$ cat src/rtl/time_set_controller.sv
// Key debouncing, auto-repeat and the set-time state machine.
// Edits shadow h/m/s values and strobes them into the counters on commit.
module time_set_controller #(
  parameter int DEBOUNCE_CYCLES = 1024,
  parameter int REPEAT_DELAY    = 500000,
  parameter int REPEAT_RATE     = 100000,
  parameter int TIMEOUT         = 16000000
) (
  input  logic       clock,
  input  logic       reset,
  input  logic       key_mode,
  input  logic       key_up,
  input  logic       key_down,
  input  logic [4:0] cur_hour,
  input  logic [5:0] cur_minute,
  input  logic [5:0] cur_second,
  output logic       set_active,
  output logic [1:0] set_field,
  output logic [4:0] set_hour,
  output logic [5:0] set_minute,
  output logic [5:0] set_second,
  output logic       load
);

  localparam int DW   = $clog2(DEBOUNCE_CYCLES + 1);
  localparam int RMAX = (REPEAT_DELAY > REPEAT_RATE) ? REPEAT_DELAY : REPEAT_RATE;
  localparam int RW   = $clog2(RMAX + 1);
  localparam int TW   = $clog2(TIMEOUT + 1);

  typedef enum logic [2:0] {
    IDLE, SET_HOUR, SET_MINUTE, SET_SECOND, COMMIT
  } state_t;

  // bit 0 mode, bit 1 up, bit 2 down
  logic [2:0]    raw, sync1, sync2, stable, stable_d, press;
  logic [DW-1:0] dcnt [3];

  assign raw   = {key_down, key_up, key_mode};
  assign press = stable & ~stable_d;

  always_ff @(posedge clock) begin
    if (reset) begin
      sync1    <= '0;
      sync2    <= '0;
      stable   <= '0;
      stable_d <= '0;
      for (int k = 0; k < 3; k++) dcnt[k] <= '0;
    end else begin
      sync1    <= raw;
      sync2    <= sync1;
      stable_d <= stable;
      for (int k = 0; k < 3; k++) begin
        if (sync2[k] == stable[k]) begin
          dcnt[k] <= '0;
        end else if (dcnt[k] == DW'(DEBOUNCE_CYCLES - 1)) begin
          dcnt[k]   <= '0;
          stable[k] <= sync2[k];
        end else begin
          dcnt[k] <= dcnt[k] + DW'(1);
        end
      end
    end
  end

  // auto-repeat, bit 0 up, bit 1 down
  logic [1:0]    rep_on, rep_hit, step;
  logic [RW-1:0] rcnt [2];

  always_comb begin
    rep_hit = '0;
    for (int k = 0; k < 2; k++) begin
      rep_hit[k] = stable[k+1] &
        (rep_on[k] ? (rcnt[k] == RW'(REPEAT_RATE))
                   : (rcnt[k] == RW'(REPEAT_DELAY)));
    end
  end

  assign step = press[2:1] | rep_hit;

  always_ff @(posedge clock) begin
    if (reset) begin
      rep_on <= '0;
      for (int k = 0; k < 2; k++) rcnt[k] <= '0;
    end else begin
      for (int k = 0; k < 2; k++) begin
        if (press[k+1]) begin
          rcnt[k]   <= RW'(1);
          rep_on[k] <= 1'b0;
        end else if (!stable[k+1]) begin
          rcnt[k]   <= '0;
          rep_on[k] <= 1'b0;
        end else if (rep_hit[k]) begin
          rcnt[k]   <= RW'(1);
          rep_on[k] <= 1'b1;
        end else begin
          rcnt[k] <= rcnt[k] + RW'(1);
        end
      end
    end
  end

  state_t        state, state_n;
  logic          mode_p, inc, dec, act, in_set, t_hit;
  logic [TW-1:0] tcnt;
  logic [4:0]    hour_n;
  logic [5:0]    min_n, sec_n;
  logic [1:0]    field_n;

  // mode wins over a step; opposing steps cancel
  assign mode_p = press[0];
  assign inc    = step[0] & ~step[1] & ~mode_p;
  assign dec    = step[1] & ~step[0] & ~mode_p;
  assign act    = mode_p | step[0] | step[1];
  assign in_set = (state == SET_HOUR) | (state == SET_MINUTE) |
                  (state == SET_SECOND);
  assign t_hit  = in_set & ~act & (tcnt == TW'(TIMEOUT - 1));

  always_comb begin
    state_n = state;
    hour_n  = set_hour;
    min_n   = set_minute;
    sec_n   = set_second;
    field_n = 2'd0;
    unique case (state)
      IDLE: begin
        if (mode_p) begin
          state_n = SET_HOUR;
          hour_n  = cur_hour;
          min_n   = cur_minute;
          sec_n   = cur_second;
        end
      end
      SET_HOUR: begin
        if (mode_p) state_n = SET_MINUTE;
        else if (t_hit) state_n = IDLE;
        if (inc) hour_n = (set_hour == 5'd23) ? 5'd0 : set_hour + 5'd1;
        else if (dec) hour_n = (set_hour == 5'd0) ? 5'd23 : set_hour - 5'd1;
      end
      SET_MINUTE: begin
        if (mode_p) state_n = SET_SECOND;
        else if (t_hit) state_n = IDLE;
        if (inc) min_n = (set_minute == 6'd59) ? 6'd0 : set_minute + 6'd1;
        else if (dec) min_n = (set_minute == 6'd0) ? 6'd59 : set_minute - 6'd1;
      end
      SET_SECOND: begin
        if (mode_p) state_n = COMMIT;
        else if (t_hit) state_n = IDLE;
        if (inc) sec_n = (set_second == 6'd59) ? 6'd0 : set_second + 6'd1;
        else if (dec) sec_n = (set_second == 6'd0) ? 6'd59 : set_second - 6'd1;
      end
      COMMIT:  state_n = IDLE;
      default: state_n = IDLE;
    endcase
    unique case (state_n)
      SET_HOUR:   field_n = 2'd1;
      SET_MINUTE: field_n = 2'd2;
      SET_SECOND: field_n = 2'd3;
      default:    field_n = 2'd0;
    endcase
  end

  always_ff @(posedge clock) begin
    if (reset) begin
      state      <= IDLE;
      set_hour   <= '0;
      set_minute <= '0;
      set_second <= '0;
      set_field  <= '0;
      set_active <= 1'b0;
      load       <= 1'b0;
      tcnt       <= '0;
    end else begin
      state      <= state_n;
      set_hour   <= hour_n;
      set_minute <= min_n;
      set_second <= sec_n;
      set_field  <= field_n;
      set_active <= (field_n != 2'd0);
      load       <= (state_n == COMMIT);
      tcnt       <= (act | ~in_set) ? '0 : tcnt + TW'(1);
    end
  end

endmodule

$ cat config.mk
export PLATFORM = sky130hd
export DESIGN_NAME = time_set_controller
export DESIGN_NICKNAME = d
export VERILOG_FILES = /design/src/rtl/time_set_controller.sv
export SDC_FILE = /design/constraint.sdc
export NUM_CORES = 1
export LEC_CHECK = 0
export ABC_AREA = 0
export CAP_MARGIN = 30
export CORE_ASPECT_RATIO = 2
export CORE_MARGIN = 2
export CORE_UTILIZATION = 60
export DETAILED_ROUTE_END_ITERATION = 7
export GPL_TIMING_DRIVEN = 1
export PLACE_DENSITY = 0.83
export SYNTH_ARGS = -nofsm -noshare
export SYNTH_HDL_FRONTEND = slang
export SYNTH_SLANG_ARGS = --single-unit
$ cat constraint.sdc
create_clock -name clock -period 3.52 [get_ports clock]
set_input_delay 0.528 -clock clock [delete_from_list [all_inputs] [get_ports clock]]
set_output_delay 0.528 -clock clock [all_outputs]
set_load 0.005 [all_outputs]
# ---- Yosys cells after proc, flatten, opt, wreduce, memory -nomap -nowiden
# Memories as Yosys holds them, arrays and structs flattened.
# Index checks and enable logic that the tools add are counted.
# W data, S select, Z words.
dict set report totals {
  mem_bits_ro 0
  latchBits 0
  mem_count 2
  wordCells 228
  ramBits 71
  out_inout_bits 21
  in_bits 22
  register_bits 62
}
# name depth word_bits rd rd_ports_with_merged_regs wr line
set memory_table {}
lappend memory_table {rcnt 2 19 2 0 2 67} ;# logic [RW-1:0] rcnt [2];
lappend memory_table {dcnt 3 11 3 0 3 36} ;# logic [DW-1:0] dcnt [3];
dict set report op_classes {
  n_eq_ne 25
  shifts 0
  mux 113
  div_mod_pow 0
  mul 0
  bitwise_logic 43
  n_reduce_logical 17
  addsub 12
  order_cmp 0
}
# operator count
set op_table {}
lappend op_table {{$mux W19} 8}
lappend op_table {{$mux W11} 9}
lappend op_table {{$mux W1} 71}
lappend op_table {{$mux W6} 10}
lappend op_table {{$add A19 B1 Y19 const B} 2}
lappend op_table {{$eq A19 B17 Y1 const B} 2}
lappend op_table {{$eq A19 B19 Y1 const B} 2}
lappend op_table {{$add A11 B1 Y11 const B} 3}
lappend op_table {{$eq A11 B10 Y1 const B} 3}
lappend op_table {{$mux W5} 5}
lappend op_table {{$add A24 B1 Y24 const B} 1}
lappend op_table {{$eq A24 B24 Y1 const B} 1}
lappend op_table {{$pmux W6 S2} 2}
lappend op_table {{$or A1 B1 Y1} 22}
lappend op_table {{$mux W3} 5}
lappend op_table {{$add A6 B1 Y6 const B} 2}
lappend op_table {{$eq A3 B2 Y1 const B} 4}
lappend op_table {{$eq A6 B6 Y1 const B} 2}
lappend op_table {{$logic_not A6 Y1} 2}
lappend op_table {{$pmux W3 S4} 1}
lappend op_table {{$sub A6 B1 Y6 const B} 2}
lappend op_table {{$not A1 Y1} 10}
lappend op_table {{$pmux W5 S2} 1}
lappend op_table {{$ne A3 B3 Y1 const B} 3}
lappend op_table {{19 further kinds} 37}

# ---- Logic depth before layout (Yosys ltp)
dict set report depth {
  word_depth 15
  mapped_depth 11
  depth_no_buf 10
}

# ---- Worst setup path before layout
# OpenSTA, ideal clock, no wires.
dict set report synth_timing {
  path_kind {reg-to-reg}
  from {mem rcnt[0][13] (netlist bit)}
  to {reg set_minute[2]}
  n_path_buf 0
  t_arrival_ns 2.671
  required_ns 3.386
  slack_ns 0.714
  setup_time_ns 0.134
  path_stages_with_launch 9
  period_less_slack_ns 2.806
  path_cell_list {edfxtp_1 -> or4b_1 -> or4b_4 -> a21oi_4 -> o21ai_2 -> xor2_1 -> a31oi_4 -> a211oi_1 -> nor3_1}
}
# element line
set synth_rtl {}
lappend synth_rtl {{start: declaration} 67}
lappend synth_rtl {{end signal: assignment} 175} ;# set_minute <= min_n;
lappend synth_rtl {{end: declaration} 20} ;# output logic [5:0] set_minute,

==> metrics.txt <==
# TYPE chip_impl_metric gauge
chip_impl_info{name="run_status",value="finished clean"} 1
chip_impl_metric{name="grt_pass1_wl",unit="um"} 26900
chip_impl_metric{name="initial_utilization",unit="%"} 61.4
chip_impl_metric{name="fin_total_pwr",unit="mW"} 3.58
chip_impl_metric{name="layout_worst_path_cycle_share",unit="%"} 91.2
chip_impl_info{name="layout.cells.most_common",value="sky130_fd_sc_hd__nor2_1"} 1
chip_impl_metric{name="hold_viol",unit=""} 0
chip_impl_metric{name="die_width",unit="um"} 81.4
chip_impl_metric{name="pin_count_of_the_biggest_net_entering_global_routing",unit=""} 25
chip_impl_metric{name="grt_usage",unit="%"} 26.4
chip_impl_metric{name="clock_latency",unit="ns"} 0.42
chip_impl_metric{name="die_h",unit="um"} 159
chip_impl_metric{name="grt_overflow",unit=""} 0
chip_impl_metric{name="detail_route.drc_violations",unit=""} 0
chip_impl_metric{name="leakagePower",unit="nW"} 3.07
chip_impl_metric{name="postSynthAreaPerCell",unit="sq um"} 9.46
chip_impl_metric{name="detail-route-antenna-nets",unit=""} 0
chip_impl_metric{name="timing.critical_path.fanout_max",unit=""} 9
chip_impl_metric{name="final_setup_violation_count",unit=""} 0
chip_impl_metric{name="antenna_cells_inserted",unit=""} 0
chip_impl_metric{name="first_iter_violations",unit=""} 350
chip_impl_metric{name="tritoncts.num_buffers",unit=""} 17
chip_impl_metric{name="max-slew-margin-rel",unit="%"} 48.5
chip_impl_info{name="cp-end-kind",value="flip-flop"} 1
chip_impl_metric{name="drt_wl_total",unit="um"} 16300
chip_impl_metric{name="total_number_of_h_tree_levels",unit=""} 4
chip_impl_info{name="most-common-layout-cells",value="140 x sky130_fd_sc_hd__nor2_1, 71 x sky130_fd_sc_hd__edfxtp_1, 71 x sky130_fd_sc_hd__conb_1"} 1
chip_impl_metric{name="cts_sinks",unit=""} 133
chip_impl_info{name="setup_repair_after_global_routing_missed_its_margin",value="no"} 1
chip_impl_info{name="criticalPathCategory",value="flip-flop to flip-flop"} 1
chip_impl_metric{name="finalCriticalPeriod",unit="ns"} 3.21
chip_impl_metric{name="worst_ep_arrival_time",unit="ns"} 3.50
chip_impl_metric{name="cts.clk_slew.worst_paths",unit="ns"} 0.06
chip_impl_metric{name="via_count_of_the_first_global_routing_pass",unit=""} 6009
chip_impl_metric{name="drt_pass1_iterations",unit=""} 5
chip_impl_metric{name="netlist_instances",unit=""} 759
chip_impl_info{name="master_of_the_slowest_instance_on_the_critical_path",value="sky130_fd_sc_hd__xor2_1"} 1
chip_impl_metric{name="postSynthRegisterBits",unit=""} 133
chip_impl_metric{name="cap_violations",unit=""} 0
chip_impl_metric{name="port-buffer-count",unit=""} 42
chip_impl_metric{name="final_cells",unit=""} 1026
chip_impl_metric{name="fmax",unit="GHz"} 0.311
chip_impl_info{name="crit_path_cell_trace",value="or4b_1 -> or4b_4 -> a21oi_4 -> o21ai_2 -> xor2_1 -> a31oi_4 -> a211oi_1 -> a211oi_1"} 1
chip_impl_metric{name="synth_seq_area_share",unit="%"} 47.0
chip_impl_metric{name="synthesis.area",unit="sq mm"} 0.00718
chip_impl_metric{name="slew_violations",unit=""} 0
chip_impl_metric{name="final.fill_count",unit=""} 823
chip_impl_metric{name="async_set_or_reset_register_ratio_after_synthesis",unit="%"} 0
chip_impl_metric{name="post-route-cell-area",unit="sq mm"} 0.00857
chip_impl_metric{name="timing.critical_path.slowest_cell_delay",unit="ns"} 0.57
chip_impl_metric{name="design.portCount",unit=""} 43
chip_impl_info{name="startpoint",value="rcnt[0][13]"} 1
chip_impl_metric{name="grt_antenna_before_repair",unit=""} 0
chip_impl_metric{name="hold_buffers_post_cts",unit=""} 0
chip_impl_metric{name="power-per-cell-area",unit="mW/mm^2"} 418
chip_impl_info{name="clock-root-buffer",value="sky130_fd_sc_hd__clkbuf_16"} 1
chip_impl_metric{name="crit_required",unit="ns"} 3.81
chip_impl_metric{name="std_cell_rows",unit=""} 56
chip_impl_metric{name="die_footprint",unit="sq mm"} 0.0129
chip_impl_metric{name="syn_to_layout_area_delta",unit="%"} 19.3
chip_impl_metric{name="routed-via-count",unit=""} 5894
chip_impl_info{name="hp-class",value="flip-flop to flip-flop"} 1
chip_impl_metric{name="dp_hpwl",unit="um"} 11700
chip_impl_metric{name="yosysWarnings",unit=""} 0
chip_impl_metric{name="vias_per_cell",unit=""} 5.74
chip_impl_metric{name="ys_types",unit=""} 71
chip_impl_metric{name="routabilityCongestion",unit=""} 0.834
chip_impl_info{name="hold_path.startpoint",value="sync1[2]"} 1
chip_impl_metric{name="fp.coreArea",unit="sq mm"} 0.0117
chip_impl_info{name="cts_tree",value="yes"} 1
chip_impl_metric{name="vdd_drop_max",unit="mV"} 0.454
chip_impl_metric{name="setup-tns-final",unit="ns"} 0
chip_impl_metric{name="dpl_cell_area",unit="sq mm"} 0.00797
chip_impl_info{name="timing.critical_path.from_type",value="flip-flop"} 1
chip_impl_metric{name="setup_buffers_after_cts",unit=""} 0
chip_impl_info{name="ys_dominant_reg_cell",value="sky130_fd_sc_hd__edfxtp_1"} 1
chip_impl_info{name="timing.rr.start",value="rcnt[0][13]"} 1
chip_impl_metric{name="setup_clock_skew_after_layout",unit="ns"} 0.00925
chip_impl_info{name="cp_common_cell",value="sky130_fd_sc_hd__a211oi_1"} 1
chip_impl_metric{name="design.final.nets",unit=""} 906
chip_impl_metric{name="synth-edff-count",unit=""} 71
chip_impl_metric{name="tightestPinTransition",unit="ns"} 0.772
chip_impl_metric{name="ctsResizeCount",unit=""} 0
chip_impl_metric{name="cts_buffer_depth",unit=""} 2
chip_impl_metric{name="final_layout_size_suffix_gt1_share",unit="%"} 6.13
chip_impl_metric{name="post_drt_wl_per_cell",unit="um"} 15.9
chip_impl_metric{name="post-place-cells",unit=""} 994
synthesized netlist by cell type, types with 2 or more instances:
cell type	n	area, sq um
sky130_fd_sc_hd__nor2_1	140	526
sky130_fd_sc_hd__xor2_1	53	464
sky130_fd_sc_hd__xnor2_1	35	307
sky130_fd_sc_hd__o21ai_0	10	50.1
sky130_fd_sc_hd__a221oi_2	3	45.0
sky130_fd_sc_hd__dfxtp_1	62	1240
sky130_fd_sc_hd__a211oi_1	19	143
sky130_fd_sc_hd__nor3_1	20	100
sky130_fd_sc_hd__and4_1	2	17.5
sky130_fd_sc_hd__nor3b_1	2	15.0
sky130_fd_sc_hd__inv_1	25	93.8
sky130_fd_sc_hd__mux4_2	2	45.0
sky130_fd_sc_hd__or3_1	5	31.3
sky130_fd_sc_hd__buf_2	2	10.0
sky130_fd_sc_hd__nand3b_1	3	22.5
sky130_fd_sc_hd__a31oi_1	3	18.8
sky130_fd_sc_hd__a31o_2	3	26.3
sky130_fd_sc_hd__mux2i_1	4	40.0
sky130_fd_sc_hd__o211ai_1	2	15.0
sky130_fd_sc_hd__edfxtp_1	71	2130
sky130_fd_sc_hd__nand2b_1	7	43.8
sky130_fd_sc_hd__a21oi_1	22	110
sky130_fd_sc_hd__a311oi_1	3	26.3
sky130_fd_sc_hd__nand2_1	49	184
sky130_fd_sc_hd__nand4b_1	4	35.0
sky130_fd_sc_hd__o21ai_1	4	20.0
sky130_fd_sc_hd__nand3_1	53	265
sky130_fd_sc_hd__nor4_1	5	31.3
sky130_fd_sc_hd__o31a_1	2	17.5
sky130_fd_sc_hd__o2111ai_1	2	17.5
sky130_fd_sc_hd__nor4b_1	5	43.8
sky130_fd_sc_hd__and2_1	6	37.5
sky130_fd_sc_hd__a21oi_4	2	32.5
sky130_fd_sc_hd__a21boi_0	3	22.5
sky130_fd_sc_hd__nand4_1	17	106
sky130_fd_sc_hd__and3_1	26	163
sky130_fd_sc_hd__clkbuf_1	23	86.3
sky130_fd_sc_hd__nor2b_1	12	75.1
sky130_fd_sc_hd__ha_1	16	200
registers in the layout, summed over array words and instances, names as in the netlist:
register    cells
rep_on          2
dcnt           33
sync1           3
state           3
stable_d        3
set_second      6
rcnt           38
tcnt           24
set_field       2
load            1
stable          3
sync2           3
set_active      1
set_hour        5
set_minute      6
layout make-up:
| class | instances | area (sq um) | area share, % |
|---|---|---|---|
| repair buffers | 47 | 458 | 5.35 |
| inverters | 25 | 93.8 | 1.10 |
| clock inverters | 11 | 110 | 1.29 |
| multi-input cells | 644 | 3870 | 45.1 |
| well taps | 145 | 181 | 2.12 |
| clock buffers | 21 | 483 | 5.64 |
| flip-flops and latches | 133 | 3370 | 39.4 |
report_power, final:
part	switching [mW]	internal, mW	total (mW)	leakage [nW]
logic	0.0510	0.0492	0.100	1.55
clock network	0.706	1.07	1.77	0.291
registers	0.0350	1.67	1.70	1.23
metal layers:
layer / GRT usage [%] / wire, um / vias to the layer above
met3: 5.68 / 684 / 55
met4: 12.1 / 529 / 0
met2: 48.5 / 9150 / 195
li1: - / - / 2850
met1: 27.0 / 5930 / 2794
met5: 0 / 0 / -
through the flow:
stage | setup slack, ns | hold slack (ns) | util, %
2_1_floorplan | 0.714 | 0.414 | -
3_3_place_gp | 0.525 | 0.417 | 68.1
3_5_place_dp | 0.356 | 0.438 | 68.1
4_1_cts | 0.344 | 0.451 | 73.2
5_1_grt | 0.180 | 0.458 | 73.2
6_report | 0.308 | 0.442 | 73.2
worst paths after layout:
kind         cells past startpoint             to  slack, ns
min reg2reg                      1       sync2[2]       0.44
max                              8  set_minute[1]       0.31
max reg2reg                      8  set_minute[1]       0.31
min                              1       sync2[2]       0.44
critical path, delay by kind of cell, from the launching register on:
family,cells,cell delay (ns)
xor gates and xnor gates,1,0.57
and+or+nand+nor,2,1.09
DFF,1,0.46
AOI/OAI and AO/OA,5,0.96
cells by family after synthesis:
group,after synthesis,share of synthesized area [%]
fa+ha+maj,16,2.79
flops,133,47.0
other cells,1,0.0522
simple gates,366,25.1
mux,7,1.34
xor+xnor,88,10.7
buf+inv,52,2.86
compound gates,96,10.2
Power figures use the tool's default switching activity.
==> RTL edit: new RTL, config.mk and constraints unchanged <==
Remove the register `set_active`: a continuous assignment takes its place, so the output `set_active` follows one clock earlier.
--- a/src/rtl/time_set_controller.sv
+++ b/src/rtl/time_set_controller.sv
@@ -168,3 +168,2 @@
       set_field  <= '0;
-      set_active <= 1'b0;
       load       <= 1'b0;
@@ -177,3 +176,2 @@
       set_field  <= field_n;
-      set_active <= (field_n != 2'd0);
       load       <= (state_n == COMMIT);
@@ -183,2 +181,4 @@
 
+  assign set_active = (field_n != 2'd0);
+
 endmodule
Behaviour: same outputs for any inputs over 10 cycles, from zero or initial values and one cycle with reset high; that may be too few to reach the edited logic, so the function may still have changed.
==> RTL edit against the original RTL <==
Clock skew increased by 0.00068 ns. Power increased by 2.4%. Die area increased by 0.21%. Combinational power increased by 17%. Final area increased by 2.6%. Setup slack got worse by 0.22 ns. Synthesized area increased by 0.23%. Non-clock buffer count increased by 17. Fmax decreased by 6.4%. Sequential cell count decreased by 1. First-iteration DRC count decreased by 2.6%. Routed wire length decreased by 0.34%. Register-to-register slack improved by 0.41 ns. Via count increased by 2.0%. Critical path type is now reg -> out. Largest power group unchanged. Highest routed layer unchanged.
==> RTL edit: results (changes against the original RTL) <==
[synthesis]
synth.top_cells.by_area = edfxtp_1 (30%), dfxtp_1 (17%), nor2_1 (7.7%), xnor2_1 (5.7%), xor2_1 (5.6%)
synthMuxAreaShare_pct = 1.01  ; -0.33 points
synth-seq-area-share_pct = 46.6  ; -0.38 points
synth-xor-area-share_pct = 11.3  ; +0.58 points
ys_top_cells_by_count = nor2_1 (147), nand2_1 (75), edfxtp_1 (71)
netlist_instances = 777  ; +2.4%
yosysUniqueCellTypes = 65  ; -8.5%
synth-adder-area-share_pct = 2.78  ; -0.0063 points

[cells_and_area]
nFillCells = 806  ; -2.1%
drive_above_1_share_pct = 7.98  ; +1.8 points
buffers = 64  ; +36%
nets = 940  ; +3.8%
inv_count = 26  ; +4.0%
areaGrowthSynthToFinish_pct = 22.1
seq_cell_count = 132  ; -0.75%
clock_buffers = 17  ; -19%
non_clock_buffer_area_share_pct = 6.66  ; +1.3 points
clock_area_share_pct = 7.03  ; +0.11 points
nMultiInputCombCells = 661  ; +2.6%
register_area_sq_um = 3350  ; -0.59%
multiInputGateArea_sq_um = 3950  ; +2.2%

[place]
dpl.hpwl_um = 11000  ; -5.6%
gp_congestion = 0.864  ; +3.6%
dp_slack_ns = 0.416  ; +0.0604 ns
place_area_sq_um = 8020  ; +0.60%
dp_cells = 1015  ; +2.1%

[worst_setup_path]
critPathSlowestCell = clkdlybuf4s50_1
r2r_cells = 9  ; +1
reg2reg_slack_ns = 0.72  ; +0.41 ns
crit_fanout = 5  ; -4
worst_r2r_endpoint = set_hour[2]$_SDFFE_PP0P_
arrival_ns = 2.90  ; -0.60 ns
critPathMaxStageDelay_ns = 0.52  ; -0.05 ns

[power]
power.total_mw = 3.66  ; +2.4%
total_leakage_power_nw = 3.21  ; +4.3%
swShare_pct = 22.3  ; +0.12 points
clockPowerShare_pct = 50.6  ; +1.0 points
ir_drop_v = 0.000357  ; -21%
pwr-share-comb_pct = 3.2  ; +0.4 points

[grt]
met3_usage_pct = 4.60  ; -1.1 points
grt_use_total_pct = 25.6  ; -0.80 points
met1_usage_pct = 26.9  ; -0.13 points
grt_pass1_wl_um = 26400  ; -1.8%
first_global_vias = 6068  ; +0.98%
global_route.usage.met2_pct = 47.1  ; -1.5 points

[clock_network]
insertion_delay_ns = 0.42  ; about the same

[routing]
drt_iter0_drc = 341  ; -2.6%
met1_length_um = 6150  ; +3.7%
vias = 6010  ; +2.0%
vias_per_cell = 5.67  ; -1.3%
wl_met2_um = 9090  ; -0.68%
wire_per_inst_um = 15.3  ; -3.5%
wl_met3_um = 575  ; -16%

[min_path]
whs_endpoint = sync2[0]$_SDFF_PP0_
min-delay-start = sync1[0]$_SDFF_PP0_

[die]
dieWidth_um = 81.5  ; +0.10%

[status]
outcome = completed

[sta]
whs_ns = 0.456  ; +0.0147 ns
maxSlewHeadroom_pct = 55.3  ; +6.8 points

-- RTL edit: how the worst max path moves through the flow --
| stage | start | endpoint | slack, ns | cells past startpoint |
|---|---|---|---|---|
| 6_report | rcnt[1][9]$_SDFFCE_PN0P_ | set_active | 0.09 | 7 |
| 5_1_grt | rcnt[1][13]$_SDFFCE_PN0P_ | set_active | -0.11 | 8 |
| 4_1_cts | rcnt[1][13]$_SDFFCE_PN0P_ | set_active | 0.005 | 7 |
| 3_5_place_dp | rcnt[0][13]$_SDFFCE_PN0P_ | set_active | 0.42 | 7 |
| 3_3_place_gp | rcnt[0][13]$_SDFFCE_PN0P_ | set_active | 0.48 | 7 |
| 2_1_floorplan | rcnt[0][13]$_SDFFCE_PN0P_ | set_second[4]$_SDFFE_PP0P_ | 0.95 | 8 |
-- RTL edit: what timing repair did --
action,in CTS,in global routing
buffers inserted,3,10
resized for setup,2,6
gates cloned,0,0
endpoints found under the setup margin,1,1
pin swaps,0,4
